$ cat config.mk
export PLATFORM = sky130hd
export DESIGN_NAME = video_timing_gen
export DESIGN_NICKNAME = d
export VERILOG_FILES = /design/src/rtl/video_timing_pkg.sv /design/src/rtl/video_hv_counter.sv /design/src/rtl/video_timing_gen.sv
export SDC_FILE = /design/constraint.sdc
export NUM_CORES = 1
export LEC_CHECK = 0
export BUFFER_PORTS_ARGS = -buffer_cell sky130_fd_sc_hd__buf_4
export CORE_MARGIN = 2
export CORE_UTILIZATION = 46
export CTS_BUF_LIST = sky130_fd_sc_hd__clkbuf_4 sky130_fd_sc_hd__clkbuf_8
export CTS_CLUSTER_DIAMETER = 50
export CTS_CLUSTER_SIZE = 25
export DETAILED_ROUTE_END_ITERATION = 8
export GPL_TIMING_DRIVEN = 0
export PLACE_DENSITY_LB_ADDON = 0.3
export SKIP_CTS_REPAIR_TIMING = 1
export SYNTH_ARGS = -nofsm -noshare
export SYNTH_HDL_FRONTEND = slang
export SYNTH_HIERARCHICAL = 1
export SYNTH_SLANG_ARGS = --single-unit
$ cat constraint.sdc
create_clock -name pixel_clk -period 3.18 [get_ports pixel_clk]
set_input_delay 0.795 -clock pixel_clk [delete_from_list [all_inputs] [get_ports pixel_clk]]
set_output_delay 0.795 -clock pixel_clk [all_outputs]
set_load 0.1 [all_outputs]
$ cat src/rtl/video_timing_pkg.sv
// Shared timing constants, per-axis timing record and FSM encoding for the
// video timing generator.
package video_timing_pkg;

   typedef enum logic {
      IDLE = 1'b0,
      RUN  = 1'b1
   } state_t;

   localparam int unsigned CNT_W = 12;

   localparam int unsigned DEF_M0_H_SYNC  = 128;
   localparam int unsigned DEF_M0_H_BACK  = 88;
   localparam int unsigned DEF_M0_H_DISP  = 800;
   localparam int unsigned DEF_M0_H_FRONT = 40;
   localparam int unsigned DEF_M0_V_SYNC  = 4;
   localparam int unsigned DEF_M0_V_BACK  = 23;
   localparam int unsigned DEF_M0_V_DISP  = 600;
   localparam int unsigned DEF_M0_V_FRONT = 1;

   localparam int unsigned DEF_M1_H_SYNC  = 40;
   localparam int unsigned DEF_M1_H_BACK  = 220;
   localparam int unsigned DEF_M1_H_DISP  = 1280;
   localparam int unsigned DEF_M1_H_FRONT = 110;
   localparam int unsigned DEF_M1_V_SYNC  = 5;
   localparam int unsigned DEF_M1_V_BACK  = 20;
   localparam int unsigned DEF_M1_V_DISP  = 720;
   localparam int unsigned DEF_M1_V_FRONT = 5;

   typedef struct packed {
      logic [CNT_W-1:0] sync;
      logic [CNT_W-1:0] back;
      logic [CNT_W-1:0] disp;
      logic [CNT_W-1:0] front;
   } axis_t;

   function automatic axis_t make_axis(input int unsigned s, input int unsigned b,
                                       input int unsigned d, input int unsigned f);
      axis_t a;
      a.sync  = CNT_W'(s);
      a.back  = CNT_W'(b);
      a.disp  = CNT_W'(d);
      a.front = CNT_W'(f);
      return a;
   endfunction

   function automatic logic [CNT_W-1:0] axis_total(input axis_t a);
      return a.sync + a.back + a.disp + a.front;
   endfunction

endpackage

$ cat src/rtl/video_hv_counter.sv
// Horizontal/vertical position counters with line-end and frame-end flags.
module video_hv_counter
   import video_timing_pkg::*;
(
   input  logic             pixel_clk,
   input  logic             sys_rst_n,
   input  logic             clear,
   input  logic [CNT_W-1:0] h_total,
   input  logic [CNT_W-1:0] v_total,
   output logic [CNT_W-1:0] h_cnt,
   output logic [CNT_W-1:0] v_cnt,
   output logic             line_end,
   output logic             frame_end
);

   assign line_end  = (h_cnt == h_total - CNT_W'(1));
   assign frame_end = line_end && (v_cnt == v_total - CNT_W'(1));

   always_ff @(posedge pixel_clk or negedge sys_rst_n) begin
      if (!sys_rst_n) begin
         h_cnt <= '0;
         v_cnt <= '0;
      end else if (clear) begin
         h_cnt <= '0;
         v_cnt <= '0;
      end else if (line_end) begin
         h_cnt <= '0;
         v_cnt <= frame_end ? '0 : v_cnt + CNT_W'(1);
      end else begin
         h_cnt <= h_cnt + CNT_W'(1);
      end
   end

endmodule

$ cat src/rtl/video_timing_gen.sv
// Two-mode video timing generator: run/idle FSM, mode latching at frame wrap
// and registered sync/valid/pixel-request outputs one cycle behind the counters.
module video_timing_gen
   import video_timing_pkg::*;
#(
   parameter int unsigned DATA_W     = 16,
   parameter int unsigned REQ_LEAD   = 2,
   parameter int unsigned HS_POL     = 1,
   parameter int unsigned VS_POL     = 1,
   parameter int unsigned M0_H_SYNC  = DEF_M0_H_SYNC,
   parameter int unsigned M0_H_BACK  = DEF_M0_H_BACK,
   parameter int unsigned M0_H_DISP  = DEF_M0_H_DISP,
   parameter int unsigned M0_H_FRONT = DEF_M0_H_FRONT,
   parameter int unsigned M0_V_SYNC  = DEF_M0_V_SYNC,
   parameter int unsigned M0_V_BACK  = DEF_M0_V_BACK,
   parameter int unsigned M0_V_DISP  = DEF_M0_V_DISP,
   parameter int unsigned M0_V_FRONT = DEF_M0_V_FRONT,
   parameter int unsigned M1_H_SYNC  = DEF_M1_H_SYNC,
   parameter int unsigned M1_H_BACK  = DEF_M1_H_BACK,
   parameter int unsigned M1_H_DISP  = DEF_M1_H_DISP,
   parameter int unsigned M1_H_FRONT = DEF_M1_H_FRONT,
   parameter int unsigned M1_V_SYNC  = DEF_M1_V_SYNC,
   parameter int unsigned M1_V_BACK  = DEF_M1_V_BACK,
   parameter int unsigned M1_V_DISP  = DEF_M1_V_DISP,
   parameter int unsigned M1_V_FRONT = DEF_M1_V_FRONT
) (
   input  logic              pixel_clk,
   input  logic              sys_rst_n,
   input  logic              show_en,
   input  logic              mode_sel,
   input  logic [DATA_W-1:0] pixel_data,
   output logic              pixel_req,
   output logic              img_hsync,
   output logic              img_vsync,
   output logic              img_valid,
   output logic [DATA_W-1:0] img_data,
   output logic [11:0]       pix_x,
   output logic [11:0]       pix_y,
   output logic              frame_start,
   output logic              busy
);

   localparam axis_t M0_H = make_axis(M0_H_SYNC, M0_H_BACK, M0_H_DISP, M0_H_FRONT);
   localparam axis_t M0_V = make_axis(M0_V_SYNC, M0_V_BACK, M0_V_DISP, M0_V_FRONT);
   localparam axis_t M1_H = make_axis(M1_H_SYNC, M1_H_BACK, M1_H_DISP, M1_H_FRONT);
   localparam axis_t M1_V = make_axis(M1_V_SYNC, M1_V_BACK, M1_V_DISP, M1_V_FRONT);
   localparam logic  HS_ON = (HS_POL != 0);
   localparam logic  VS_ON = (VS_POL != 0);

   state_t           state;
   logic             act_mode;
   axis_t            h_tim, v_tim;
   logic [CNT_W-1:0] h_cnt, v_cnt, h_lo, h_hi, v_lo, v_hi;
   logic [CNT_W:0]   h_lead;
   logic             line_end, frame_end;
   logic             h_act, v_act, valid_d, req_d, hsync_d, vsync_d, fs_d;

   assign h_tim = act_mode ? M1_H : M0_H;
   assign v_tim = act_mode ? M1_V : M0_V;

   video_hv_counter u_hv_counter (
      .pixel_clk (pixel_clk),
      .sys_rst_n (sys_rst_n),
      .clear     (state == IDLE),
      .h_total   (axis_total(h_tim)),
      .v_total   (axis_total(v_tim)),
      .h_cnt     (h_cnt),
      .v_cnt     (v_cnt),
      .line_end  (line_end),
      .frame_end (frame_end)
   );

   always_comb begin
      h_lo    = h_tim.sync + h_tim.back;
      h_hi    = h_lo + h_tim.disp;
      v_lo    = v_tim.sync + v_tim.back;
      v_hi    = v_lo + v_tim.disp;
      h_act   = (h_cnt >= h_lo) && (h_cnt < h_hi);
      v_act   = (v_cnt >= v_lo) && (v_cnt < v_hi);
      valid_d = h_act && v_act;
      // The request looks REQ_LEAD columns ahead on the same line; the lead
      // never exceeds sync+back, so no lookahead across a line wrap is needed.
      h_lead  = {1'b0, h_cnt} + (CNT_W+1)'(REQ_LEAD);
      req_d   = (h_lead >= {1'b0, h_lo}) && (h_lead < {1'b0, h_hi}) && v_act;
      hsync_d = (h_cnt < h_tim.sync) ? HS_ON : ~HS_ON;
      vsync_d = (v_cnt < v_tim.sync) ? VS_ON : ~VS_ON;
      fs_d    = (h_cnt == '0) && (v_cnt == '0);
   end

   assign busy = (state == RUN);

   always_ff @(posedge pixel_clk or negedge sys_rst_n) begin
      if (!sys_rst_n) begin
         state       <= IDLE;
         act_mode    <= 1'b0;
         pixel_req   <= 1'b0;
         img_hsync   <= ~HS_ON;
         img_vsync   <= ~VS_ON;
         img_valid   <= 1'b0;
         img_data    <= '0;
         pix_x       <= '0;
         pix_y       <= '0;
         frame_start <= 1'b0;
      end else begin
         case (state)
            IDLE: begin
               pixel_req   <= 1'b0;
               img_hsync   <= ~HS_ON;
               img_vsync   <= ~VS_ON;
               img_valid   <= 1'b0;
               img_data    <= '0;
               pix_x       <= '0;
               pix_y       <= '0;
               frame_start <= 1'b0;
               if (show_en) begin
                  state    <= RUN;
                  act_mode <= mode_sel;
               end
            end
            RUN: begin
               pixel_req   <= req_d;
               img_hsync   <= hsync_d;
               img_vsync   <= vsync_d;
               img_valid   <= valid_d;
               img_data    <= valid_d ? pixel_data : '0;
               pix_x       <= valid_d ? h_cnt - h_lo : '0;
               pix_y       <= valid_d ? v_cnt - v_lo : '0;
               frame_start <= fs_d;
               if (frame_end) begin
                  if (show_en) act_mode <= mode_sel;
                  else         state    <= IDLE;
               end
            end
            default: state <= IDLE;
         endcase
      end
   end

endmodule

==> impl_results.md <==
- Clock tree root driver cell: clkbuf_8
- Routed vias/inst: roughly 5.3
- Power per cell area: ~860 mW/mm^2
- CP arrival: roughly 3200 ps
- Synth cell count leaders: dfrtp_1 (71), nor2_1 (37), xor2_1 (35)
- Initial Utilization: a little under half
- Critical R2R Launch: act_mode
- Worst Hold Class: input port to asynchronous set/reset pin
- Num Clock Sinks: 71
- Critical path's slowest cell: dfrtp_4
- Setup slack at placement: -520 ps
- 1st-iter DRT viols: around 310
- N_diodes: 0
- YS warnings: 6
- Total grt overflow: 0
- Startpoint Class: flip-flop
- Endpoints failing setup: 0
- Vias in the first global route: between 4,000 and 5,000
- Final max-slew violation count: 0
- Clk_lat worst skew: roughly 360 ps
- Run status: finished clean
- R2r endpoint: pix_x[6]
- Final Total Pwr: roughly 5500 uW
- Die area: 0.0123 sq mm
- CTS max path bufs: 2
- R2r setup slk: roughly 230 ps
- Port Buffer Count: between 60 and 70
- Fin crit period: roughly 2900 ps
- Syn-to-layout area delta: 22.3%
- Yosys top cell area share: roughly a third
- Final Cycle Share: between 90% and 100%
- Die Y: 111 microns
- Final Hold Vio Count: 0
- CTS Buf Count: 9
- Post-place instance area: around 0.0062 sq mm
- Dpl hpwl: just under 9 mm
- Largest net degree at the start of global routing: 72
- Maximum vdd drop: approximately 0.0011 V
- Total vias in the final route: 4,472
- FFs w/ async S/R, synth: between 90% and 100%
- Crit-path max FO: 25
- CP endpoint kind: flip-flop
- Fin area: approximately 0.0064 sq mm
- DR WL/cell: between 10 and 15 microns
- Mapped Cells: roughly 550
- Synth top area cells: dfrtp_1 (34%), ha_1 (7.1%), xor2_1 (5.8%)
- Dominant cell type by area after synthesis: dfrtp_1
- Initial antenna violation count: 0
- RSZ-0062 raised after global routing: no
- Crit path kind: flip-flop to flip-flop
- Rows: 39
- TritonRoute pass-1 iters: 4
- Register Area: between 0.0015 and 0.002 sq mm
- Synthesized area per cell: 9.64 sq um
- Mapped Area: ~0.0053 sq mm
- CP cell instances: clkinvlp_4 > buf_4 > fa_1 > nand2b_1 > a221oi_1 > o31ai_2 > nand4_2 > buf_2 > nor3_2
- WL final: between 10 and 15 mm
- Total I/O pin count: between 60 and 70
- Critical Path Max Stage Delay: between 600 and 700 ps
- Number of remaining DRC errors: 0
- Maxcap violations: 0
- Post-synthesis cell type count: between 70 and 80
- Layout cells sized above 1: 23.8%
- Setup WS post-layout: 230 ps
- Count of flip-flops with a built-in enable after synthesis: 0
- #FFs+latches synth: 71
- RePlAce Congestion: between 0.8 and 0.9
- CTS tree: built
- CTS HTree Levels: 3
- Die extent in x: between 100 and 150 microns
- Global-route wire length before repair: approximately 20 mm
- Crit path required time: 3400 ps
- Worst slew margin: between 40 and 50%
- Peak Freq: 0.339 GHz
- Multi-input gate area: approximately 0.0035 sq mm
- Seq/Total Area, Yosys: 33.7%
- FF-to-FF path depth: 9
- Worst Tran Pin Value: approximately 860 ps
- Fillers: 1,000
- Layout Skew: roughly 18 ps
- Top FF cell, synth: dfrtp_1
- Layout net count: about 750
- Clk pin slew, worst setup/hold paths: 90 ps
- Leakage: between 0.002 and 0.003 uW
- Core area: 0.0113 sq mm
- Final ANT Viol Nets: 0
- Top-count cell post-synth: dfrtp_1
- GR Util All Layers: between 15 and 20%
==> state kept, by name (all words and copies together) (netlist names), 12 cells and up <==
| register | flops |
|---|---|
| pix_x | 12 |
| u_hv_counter/h_cnt | 12 |
| pix_y | 12 |
| u_hv_counter/v_cnt | 12 |
| img_data | 16 |
==> per-layer routing <==
metal  share of wire, %  vias to the layer above  track usage (%)
met5                  0                        -                0
met4                2.6                        0             8.72
met3                5.1                       20             3.61
met2                 49                      107             33.1
met1                 44                     2133             24.2
li1                   -                     2212                -
==> layout make-up <==
cell class,count,share of cell area [%]
Inverter,29,1.75
Tap cell,143,2.77
Buffer,25,2.41
Clock buffer,11,2.25
Clock inverter,5,0.912
Multi-Input combinational cell,486,53.9
Timing Repair Buffer,71,8.46
Sequential cell,71,27.6
==> stage by stage <==
step / instances / hold WS (ps) / util, % / TNS, ps
floorplan: 611 / 499 / - / 0
global placement: 819 / 626 / 54.6 / -14040
detailed placement: 819 / 645 / 54.6 / -18740
CTS: 835 / 583 / 56.4 / -19470
global route: 841 / 631 / 57.0 / 0
finish: 841 / 562 / 57.0 / 0
==> worst max-delay path by stage <==
stage / start / endpoint / slack [ps]
3_3_place_gp: act_mode / act_mode / -430
4_1_cts: act_mode / act_mode / -530
3_5_place_dp: act_mode / act_mode / -520
5_1_grt: act_mode / img_data[12] / 50
6_report: act_mode / pix_x[6] / 230
2_1_floorplan: act_mode / act_mode / 230
==> kinds of logic after synthesis <==
group	after synthesis	synth area share, %
adders and majority gates	32	7.88
buffers and inverters	54	5.01
and+or+nand+nor	216	27.4
other	2	0.142
DFF	71	33.7
AOI/OAI and AO/OA	112	16.0
xor gates and xnor gates	60	9.96
==> where the power goes <==
| group | total [uW] | switching [uW] | leakage [uW] | internal, uW |
|---|---|---|---|---|
| clock network | 724 | 332 | 0.0000990 | 392 |
| logic | 3380 | 2340 | 0.00190 | 1040 |
| registers | 1430 | 285 | 0.000915 | 1140 |
| total | 5530 | 2950 | 0.00292 | 2580 |
==> layout by cell type, fill, tap and decap left out, types with 3 or more instances in the layout <==
cell and instances:
o2111ai_1 3, nor4_4 3, o211ai_1 6, a21boi_0 3, nand3b_1 6, xor2_1 35, o31ai_1 8, nor2_1 37
buf_6 6, inv_1 28, nor4_1 5, nor3_1 20, o21bai_1 4, xnor2_1 25, nor3b_2 20, or3_1 6
nand2b_1 10, o31ai_2 3, a311oi_1 4, nand3_1 22, a21o_1 6, o22ai_1 4, and4_1 4, dfrtp_1 70
o21ai_1 4, clkbuf_1 7, nor2_2 3, conb_1 66, clkbuf_8 10, and3_1 10, o21ai_0 16, a21oi_1 19
clkinvlp_4 3, a211oi_1 5, ha_1 30, buf_4 71, buf_2 10, nor3_2 10, nand2_1 25, nand4_1 9
==> worst max-delay path, delay by kind of cell (launching register included) <==
family,cells,cell delay (ps)
buffers and inverters,3,740
AND/OR/NAND/NOR,3,420
adder cells (fa/ha/maj),1,460
flip-flops,1,690
AO/OA/AOI/OAI,2,480
Power figures use the tool's default switching activity.
